`config.mk`:
```
export PLATFORM = sky130hd
export DESIGN_NAME = chacha_host
export DESIGN_NICKNAME = d
export VERILOG_FILES = /design/src/rtl/chacha_host.sv
export SDC_FILE = /design/constraint.sdc
export NUM_CORES = 1
export LEC_CHECK = 0
export ABC_AREA = 0
export ABC_CLOCK_PERIOD_IN_PS = 2000
export CORE_AREA = 4 4 152 154
export CTS_BUF_LIST = sky130_fd_sc_hd__clkbuf_4
export DETAILED_ROUTE_END_ITERATION = 16
export DIE_AREA = 0 0 156 158
export MAX_ROUTING_LAYER = met4
export PLACE_DENSITY_LB_ADDON = 0.3
export REMOVE_ABC_BUFFERS = 1
export SLEW_MARGIN = 20
export SYNTH_ARGS = -nofsm -noshare
export SYNTH_HDL_FRONTEND = slang
export SYNTH_SLANG_ARGS = --single-unit
export TNS_END_PERCENT = 100
```
`constraint.sdc`:
```
create_clock -name clk -period 2 [get_ports clk]
set_clock_uncertainty 0.05 [all_clocks]
set_input_delay 0.2 -clock clk [delete_from_list [all_inputs] [get_ports clk]]
set_output_delay 0.2 -clock clk [all_outputs]
set_load 0.05 [all_outputs]
```
`src/rtl/chacha_host.sv`:
```
// Host-side initiator for the chacha core's byte-serial port: buffers write
// payloads into gap-free bursts, sequences block reads and streams keystream out.
module chacha_host #(
    parameter int TIMEOUT = 1023
) (
    input  logic       clk,
    input  logic       rst_n,
    input  logic       cmd_valid,
    output logic       cmd_ready,
    input  logic [1:0] cmd_op,
    input  logic       in_valid,
    output logic       in_ready,
    input  logic [7:0] in_data,
    output logic       out_valid,
    output logic [7:0] out_data,
    output logic       out_last,
    output logic       busy,
    output logic       err,
    input  logic       pause,
    output logic       c_wr_key,
    output logic       c_wr_nnc,
    output logic       c_wr_ctr,
    output logic       c_hold,
    input  logic       c_blk_rdy,
    output logic       c_rd_blk,
    output logic [7:0] c_din,
    input  logic [7:0] c_dout
);

    typedef enum logic [2:0] {
        ST_IDLE,
        ST_FILL,
        ST_BURST,
        ST_WAIT_RDY,
        ST_READ
    } state_t;

    localparam int WAIT_W = (TIMEOUT > 1) ? $clog2(TIMEOUT + 1) : 1;

    state_t            state_q, state_d;
    logic [1:0]        op_q, op_d;
    logic [5:0]        cnt_q, cnt_d;
    logic [6:0]        rd_cnt_q, rd_cnt_d;
    logic [WAIT_W-1:0] wait_q, wait_d;
    logic              err_q, err_d;
    logic              out_valid_q, out_valid_d;
    logic              out_last_q, out_last_d;
    logic [7:0]        out_data_q, out_data_d;
    logic [7:0]        buf_q [32];
    logic              buf_we;
    logic [5:0]        last_idx;

    // Index of the final payload byte for the latched op
    always_comb begin
        unique case (op_q)
            2'd0:    last_idx = 6'd31;
            2'd1:    last_idx = 6'd11;
            default: last_idx = 6'd3;
        endcase
    end

    always_ff @(posedge clk) begin
        if (!rst_n) begin
            state_q     <= ST_IDLE;
            op_q        <= '0;
            cnt_q       <= '0;
            rd_cnt_q    <= '0;
            wait_q      <= '0;
            err_q       <= 1'b0;
            out_valid_q <= 1'b0;
            out_last_q  <= 1'b0;
            out_data_q  <= '0;
        end else begin
            state_q     <= state_d;
            op_q        <= op_d;
            cnt_q       <= cnt_d;
            rd_cnt_q    <= rd_cnt_d;
            wait_q      <= wait_d;
            err_q       <= err_d;
            out_valid_q <= out_valid_d;
            out_last_q  <= out_last_d;
            out_data_q  <= out_data_d;
        end
    end

    always_ff @(posedge clk) begin
        if (buf_we) begin
            buf_q[cnt_q[4:0]] <= in_data;
        end
    end

    always_comb begin
        state_d     = state_q;
        op_d        = op_q;
        cnt_d       = cnt_q;
        rd_cnt_d    = rd_cnt_q;
        wait_d      = wait_q;
        err_d       = err_q;
        buf_we      = 1'b0;
        out_valid_d = 1'b0;
        out_last_d  = 1'b0;
        out_data_d  = '0;
        unique case (state_q)
            ST_IDLE: begin
                if (cmd_valid) begin
                    op_d     = cmd_op;
                    err_d    = 1'b0;
                    cnt_d    = '0;
                    rd_cnt_d = '0;
                    wait_d   = '0;
                    state_d  = (cmd_op == 2'd3) ? ST_WAIT_RDY : ST_FILL;
                end
            end
            ST_FILL: begin
                if (in_valid) begin
                    buf_we = 1'b1;
                    if (cnt_q == last_idx) begin
                        cnt_d   = '0;
                        state_d = ST_BURST;
                    end else begin
                        cnt_d = cnt_q + 6'd1;
                    end
                end
            end
            ST_BURST: begin
                if (cnt_q == last_idx) begin
                    cnt_d   = '0;
                    state_d = ST_IDLE;
                end else begin
                    cnt_d = cnt_q + 6'd1;
                end
            end
            ST_WAIT_RDY: begin
                // Ready wins over an expiring timeout in the same cycle
                if (c_blk_rdy) begin
                    state_d = ST_READ;
                end else if ((TIMEOUT != 0) && (wait_q == WAIT_W'(TIMEOUT - 1))) begin
                    err_d   = 1'b1;
                    state_d = ST_IDLE;
                end else begin
                    wait_d = wait_q + WAIT_W'(1);
                end
            end
            ST_READ: begin
                rd_cnt_d = rd_cnt_q + 7'd1;
                if (rd_cnt_q != 7'd0) begin
                    out_valid_d = 1'b1;
                    out_data_d  = c_dout;
                    out_last_d  = (rd_cnt_q == 7'd64);
                end
                if (rd_cnt_q == 7'd64) begin
                    state_d = ST_IDLE;
                end
            end
            default: state_d = ST_IDLE;
        endcase
    end

    always_comb begin
        cmd_ready = (state_q == ST_IDLE);
        busy      = (state_q != ST_IDLE);
        in_ready  = (state_q == ST_FILL);
        c_din     = '0;
        c_wr_key  = 1'b0;
        c_wr_nnc  = 1'b0;
        c_wr_ctr  = 1'b0;
        c_rd_blk  = (state_q == ST_READ) && (rd_cnt_q == 7'd0);
        if (state_q == ST_BURST) begin
            c_din = buf_q[cnt_q[4:0]];
            if (cnt_q == 6'd0) begin
                unique case (op_q)
                    2'd0:    c_wr_key = 1'b1;
                    2'd1:    c_wr_nnc = 1'b1;
                    2'd2:    c_wr_ctr = 1'b1;
                    default: ;
                endcase
            end
        end
    end

    assign c_hold    = pause;
    assign err       = err_q;
    assign out_valid = out_valid_q;
    assign out_data  = out_data_q;
    assign out_last  = out_last_q;

endmodule

```
==> flow_results.xml <==
<?xml version="1.0" encoding="UTF-8"?>
<metrics>
  <group name="status">
    <metric name="run_status" unit="">complete, but fails checks</metric>
    <metric name="failed_checks" unit="">negative setup slack</metric>
  </group>
  <group name="die">
    <metric name="fp.dieH" unit="um">158</metric>
    <metric name="floorplan.rows" unit="">54</metric>
    <metric name="dieWidth" unit="um">156</metric>
    <metric name="fp.dieArea" unit="mm2">0.02465</metric>
    <metric name="io_pins" unit="">51</metric>
    <metric name="start_util" unit="%">56.02</metric>
    <metric name="core-area" unit="mm2">0.02169</metric>
  </group>
  <group name="final_layout">
    <metric name="mostFrequentLayoutCell" unit="">sky130_fd_sc_hd__edfxtp_1</metric>
    <metric name="layout-area-overhead-vs-synth" unit="%">23.00</metric>
    <metric name="nFillCells" unit="">1399</metric>
    <metric name="most-common-layout-cells" unit="">sky130_fd_sc_hd__edfxtp_1 (256), sky130_fd_sc_hd__clkbuf_4 (98), sky130_fd_sc_hd__buf_4 (83), sky130_fd_sc_hd__nor2_1 (57), sky130_fd_sc_hd__mux4_2 (52)</metric>
    <metric name="final_nets" unit="">912</metric>
    <metric name="drive_gt1_share" unit="%">35.72</metric>
    <metric name="layout.cells.non_filler" unit="">1216</metric>
  </group>
  <group name="critical_path">
    <metric name="critical_path_peak_fanout" unit="">5</metric>
    <metric name="timing.critical_path.cells" unit="">buf_8 -&gt; clkbuf_16 -&gt; mux4_2 -&gt; mux2i_1 -&gt; nor2_1 -&gt; a221oi_2 -&gt; a21oi_2 -&gt; buf_12</metric>
    <metric name="timing.critical_path.required" unit="ps">1750</metric>
    <metric name="timing.critical_path.slowest_cell_delay" unit="ps">500</metric>
    <metric name="arrival_worst_endpoint" unit="ps">2640</metric>
    <metric name="timing.critical_path.from_type" unit="">register</metric>
    <metric name="timing.setup.critical_path_class" unit="">reg2out</metric>
    <metric name="worst-r2r-setup-slack" unit="ps">120</metric>
    <metric name="endpoint_kind" unit="">output port</metric>
    <metric name="critPathSlowestCell" unit="">sky130_fd_sc_hd__mux4_2</metric>
  </group>
  <group name="power_and_ir_drop">
    <metric name="leakage_power_figure" unit="uW">0.005093</metric>
    <metric name="total_power" unit="uW">13160</metric>
    <metric name="peakVddDrop" unit="mV">0.4853</metric>
    <metric name="power_per_cell_area" unit="mW/mm2">880.9</metric>
  </group>
  <group name="routing">
    <metric name="wl" unit="um">26620</metric>
    <metric name="avgRoutedWirePerCell" unit="um">21.89</metric>
    <metric name="drt_first_iter_violations" unit="">575</metric>
    <metric name="drt_pass1_iterations" unit="">5</metric>
    <metric name="detail-route-antenna-nets" unit="">0</metric>
    <metric name="drc_errors" unit="">0</metric>
    <metric name="routed_via_density" unit="">5.778</metric>
    <metric name="vias" unit="">7026</metric>
  </group>
  <group name="sta">
    <metric name="period_share" unit="%">144.7</metric>
    <metric name="setup-violations-final" unit="">13</metric>
    <metric name="maxClockFrequency" unit="MHz">345.6</metric>
    <metric name="shortest_period_the_worst_path_allows" unit="ps">2893</metric>
    <metric name="fin_ws" unit="ps">-893.2</metric>
    <metric name="max-slew-margin-rel" unit="%">54.47</metric>
    <metric name="rsz_0062_raised_after_global_routing" unit="">true</metric>
    <metric name="tightest_slew" unit="ps">682.9</metric>
    <metric name="final-hold-violation-count" unit="">0</metric>
    <metric name="timing_max_transition_violations_final" unit="">0</metric>
  </group>
  <group name="clock_network">
    <metric name="cts_max_level" unit="">3</metric>
    <metric name="cts.root.buffer_cell" unit="">sky130_fd_sc_hd__clkbuf_4</metric>
    <metric name="cts-buffers-inserted" unit="">72</metric>
    <metric name="holdBufCountCts" unit="">0</metric>
    <metric name="clock-sinks" unit="">300</metric>
    <metric name="cts_tree" unit="">built</metric>
    <metric name="worst_setup_hold_path_clk_slew" unit="ps">70</metric>
    <metric name="clk_latency_worst_skew_pair" unit="ps">650</metric>
    <metric name="cts_buffer_depth" unit="">3</metric>
  </group>
  <group name="synthesis">
    <metric name="synth_ff_type" unit="">sky130_fd_sc_hd__edfxtp_1</metric>
    <metric name="synth.distinct_cells" unit="">47</metric>
    <metric name="synth-async-reset-ratio" unit="%">0</metric>
    <metric name="ys_top_cells_by_area" unit="">sky130_fd_sc_hd__edfxtp_1 (63%), sky130_fd_sc_hd__mux4_2 (8.9%), sky130_fd_sc_hd__dfxtp_1 (7.2%)</metric>
    <metric name="yosys_warnings" unit="">0</metric>
    <metric name="synth_edf_count" unit="">256</metric>
    <metric name="area_share_of_the_largest_cell_type_after_synthesis" unit="%">63.27</metric>
    <metric name="synth-seq-area-share" unit="%">70.52</metric>
    <metric name="post_synth_instance_area" unit="mm2">0.01215</metric>
    <metric name="post_synth_inst_count" unit="">693</metric>
    <metric name="postSynthRegisterBits" unit="">300</metric>
    <metric name="syn-mean-instance-area" unit="um2">17.53</metric>
    <metric name="synthDominantAreaCellType" unit="">sky130_fd_sc_hd__edfxtp_1</metric>
  </group>
  <group name="grt">
    <metric name="grt_start_max_net_pins" unit="">33</metric>
    <metric name="use_met3" unit="%">5.167</metric>
    <metric name="grt_pass1_vias" unit="">7419</metric>
    <metric name="antenna_found_initial" unit="">1</metric>
    <metric name="global_route.peak_usage_layer" unit="">met2</metric>
    <metric name="grtUsageMet2" unit="%">36.91</metric>
    <metric name="grt_first_pass_wirelength" unit="um">40970</metric>
    <metric name="met1_usage" unit="%">28.80</metric>
    <metric name="globalRouteTotalUtil" unit="%">22.59</metric>
    <metric name="grt-ovfl-total" unit="">0</metric>
  </group>
  <group name="placed_design">
    <metric name="placed_cells_incl_taps" unit="">1072</metric>
    <metric name="place.gp.congestion" unit="">0.8131</metric>
    <metric name="io_buffer_count" unit="">48</metric>
    <metric name="place_hpwl" unit="um">16350</metric>
  </group>
  <group name="job">
    <metric name="cap_violations" unit="">0</metric>
  </group>
  <group name="hold_path">
    <metric name="min_path_type" unit="">in2reg</metric>
  </group>
</metrics>
## cell usage after synthesis, types with 2 or more instances
cell type	count
sky130_fd_sc_hd__a211o_1	7
sky130_fd_sc_hd__a211oi_1	7
sky130_fd_sc_hd__a21boi_0	4
sky130_fd_sc_hd__a21boi_1	2
sky130_fd_sc_hd__a21oi_1	21
sky130_fd_sc_hd__a221oi_2	9
sky130_fd_sc_hd__a22oi_1	3
sky130_fd_sc_hd__and2_1	14
sky130_fd_sc_hd__buf_1	3
sky130_fd_sc_hd__buf_12	3
sky130_fd_sc_hd__buf_2	15
sky130_fd_sc_hd__buf_4	3
sky130_fd_sc_hd__buf_6	4
sky130_fd_sc_hd__clkbuf_1	10
sky130_fd_sc_hd__dfxtp_1	44
sky130_fd_sc_hd__edfxtp_1	256
sky130_fd_sc_hd__ha_1	8
sky130_fd_sc_hd__inv_1	13
sky130_fd_sc_hd__mux2_2	3
sky130_fd_sc_hd__mux2i_1	20
sky130_fd_sc_hd__mux4_1	16
sky130_fd_sc_hd__mux4_2	48
sky130_fd_sc_hd__nand2_1	25
sky130_fd_sc_hd__nand2b_1	4
sky130_fd_sc_hd__nand3_1	17
sky130_fd_sc_hd__nand3b_1	4
sky130_fd_sc_hd__nand4_1	6
sky130_fd_sc_hd__nor2_1	59
sky130_fd_sc_hd__nor2b_1	13
sky130_fd_sc_hd__nor3_1	10
sky130_fd_sc_hd__nor3b_1	4
sky130_fd_sc_hd__nor4_1	2
sky130_fd_sc_hd__o211a_1	2
sky130_fd_sc_hd__o211ai_1	3
sky130_fd_sc_hd__o21ai_0	10
sky130_fd_sc_hd__o21ai_1	2
sky130_fd_sc_hd__or3_1	2
sky130_fd_sc_hd__xnor2_1	8
## final cells by class
class	count	area, um2	area share (%)
clock inverters	31	172.7	1.155
diodes	1	2.502	0.01674
inverters	13	48.80	0.3265
clock buffers	98	735.7	4.923
multi-input cells	342	3466	23.19
repair buffers	151	1582	10.58
well taps	280	350.3	2.344
flip-flops and latches	300	8588	57.46
## metrics by stage
step                util, %  setup TNS, ps  hold WS, ps  area [um2]  setup slack [ps]
finish                68.91          -8620        65.12       14950            -893.2
global route          68.91          -9902        42.70       14950            -986.2
CTS                   67.58          -9292        27.49       14660            -930.1
detailed placement    62.83          -1873        350.3       13630            -274.7
global placement      62.83          -1629        350.3       13630            -239.6
floorplan                 -         -26300        248.9       11900             -2657
## timing repair
| action | CTS | global route |
|---|---|---|
| cloned | 0 | 3 |
| resized for setup | 45 | 37 |
| endpoints found under the setup margin | 25 | 21 |
| setup buffers | 4 | 8 |
| pin swaps | 5 | 14 |
| endpoints found under the hold margin | 0 | 0 |
## where the power goes
| group | switching [uW] | internal [uW] | total [uW] |
|---|---|---|---|
| Sequential | 33.5 | 6820 | 6850 |
| Clock | 2370 | 2550 | 4920 |
| Combinational | 724 | 666 | 1390 |
## kinds of logic after synthesis
| group | Yosys count | share of synthesized area, % |
|---|---|---|
| adder cells (fa/ha/maj) | 8 | 0.8238 |
| XOR/XNOR | 9 | 0.6488 |
| multiplexers | 87 | 14.28 |
| AND/OR/NAND/NOR | 167 | 6.838 |
| buffers and inverters | 51 | 2.471 |
| AO/OA/AOI/OAI | 71 | 4.418 |
| flip-flops | 300 | 70.52 |
## sequential cells by signal (all words and copies together) (netlist names), named ones only
register   count
buf_q        256
wait_q        10
rd_cnt_q       7
out_data       8
cnt_q          6
op_q           2
out_valid      1
state_q        3
err            1
out_last       1
## worst max-delay path, delay by kind of cell, from the launching register on
family                 cells  cell delay [ps]
AND/OR/NAND/NOR            1               90
AO/OA/AOI/OAI              2              390
multiplexers               2              660
flip-flops                 1              380
buffers and inverters      3              480
## routing by layer
| metal | vias up | share of wire (%) |
|---|---|---|
| met5 | - | 0 |
| met4 | 0 | 1.9 |
| met3 | 49 | 8.1 |
| met2 | 318 | 51 |
| met1 | 3495 | 39 |
| li1 | 3164 | - |
## path summary, 6_finish.rpt
kind	start	endpoint	depth (start not counted)
hold reg to reg	rd_cnt_q[3]	rd_cnt_q[3]	1
setup reg to reg	cnt_q[0]	register	6
setup / recovery	register	c_din[7]	8
hold / removal	c_dout[6]	out_data[6]	2
(Power assumes the default switching activity.)
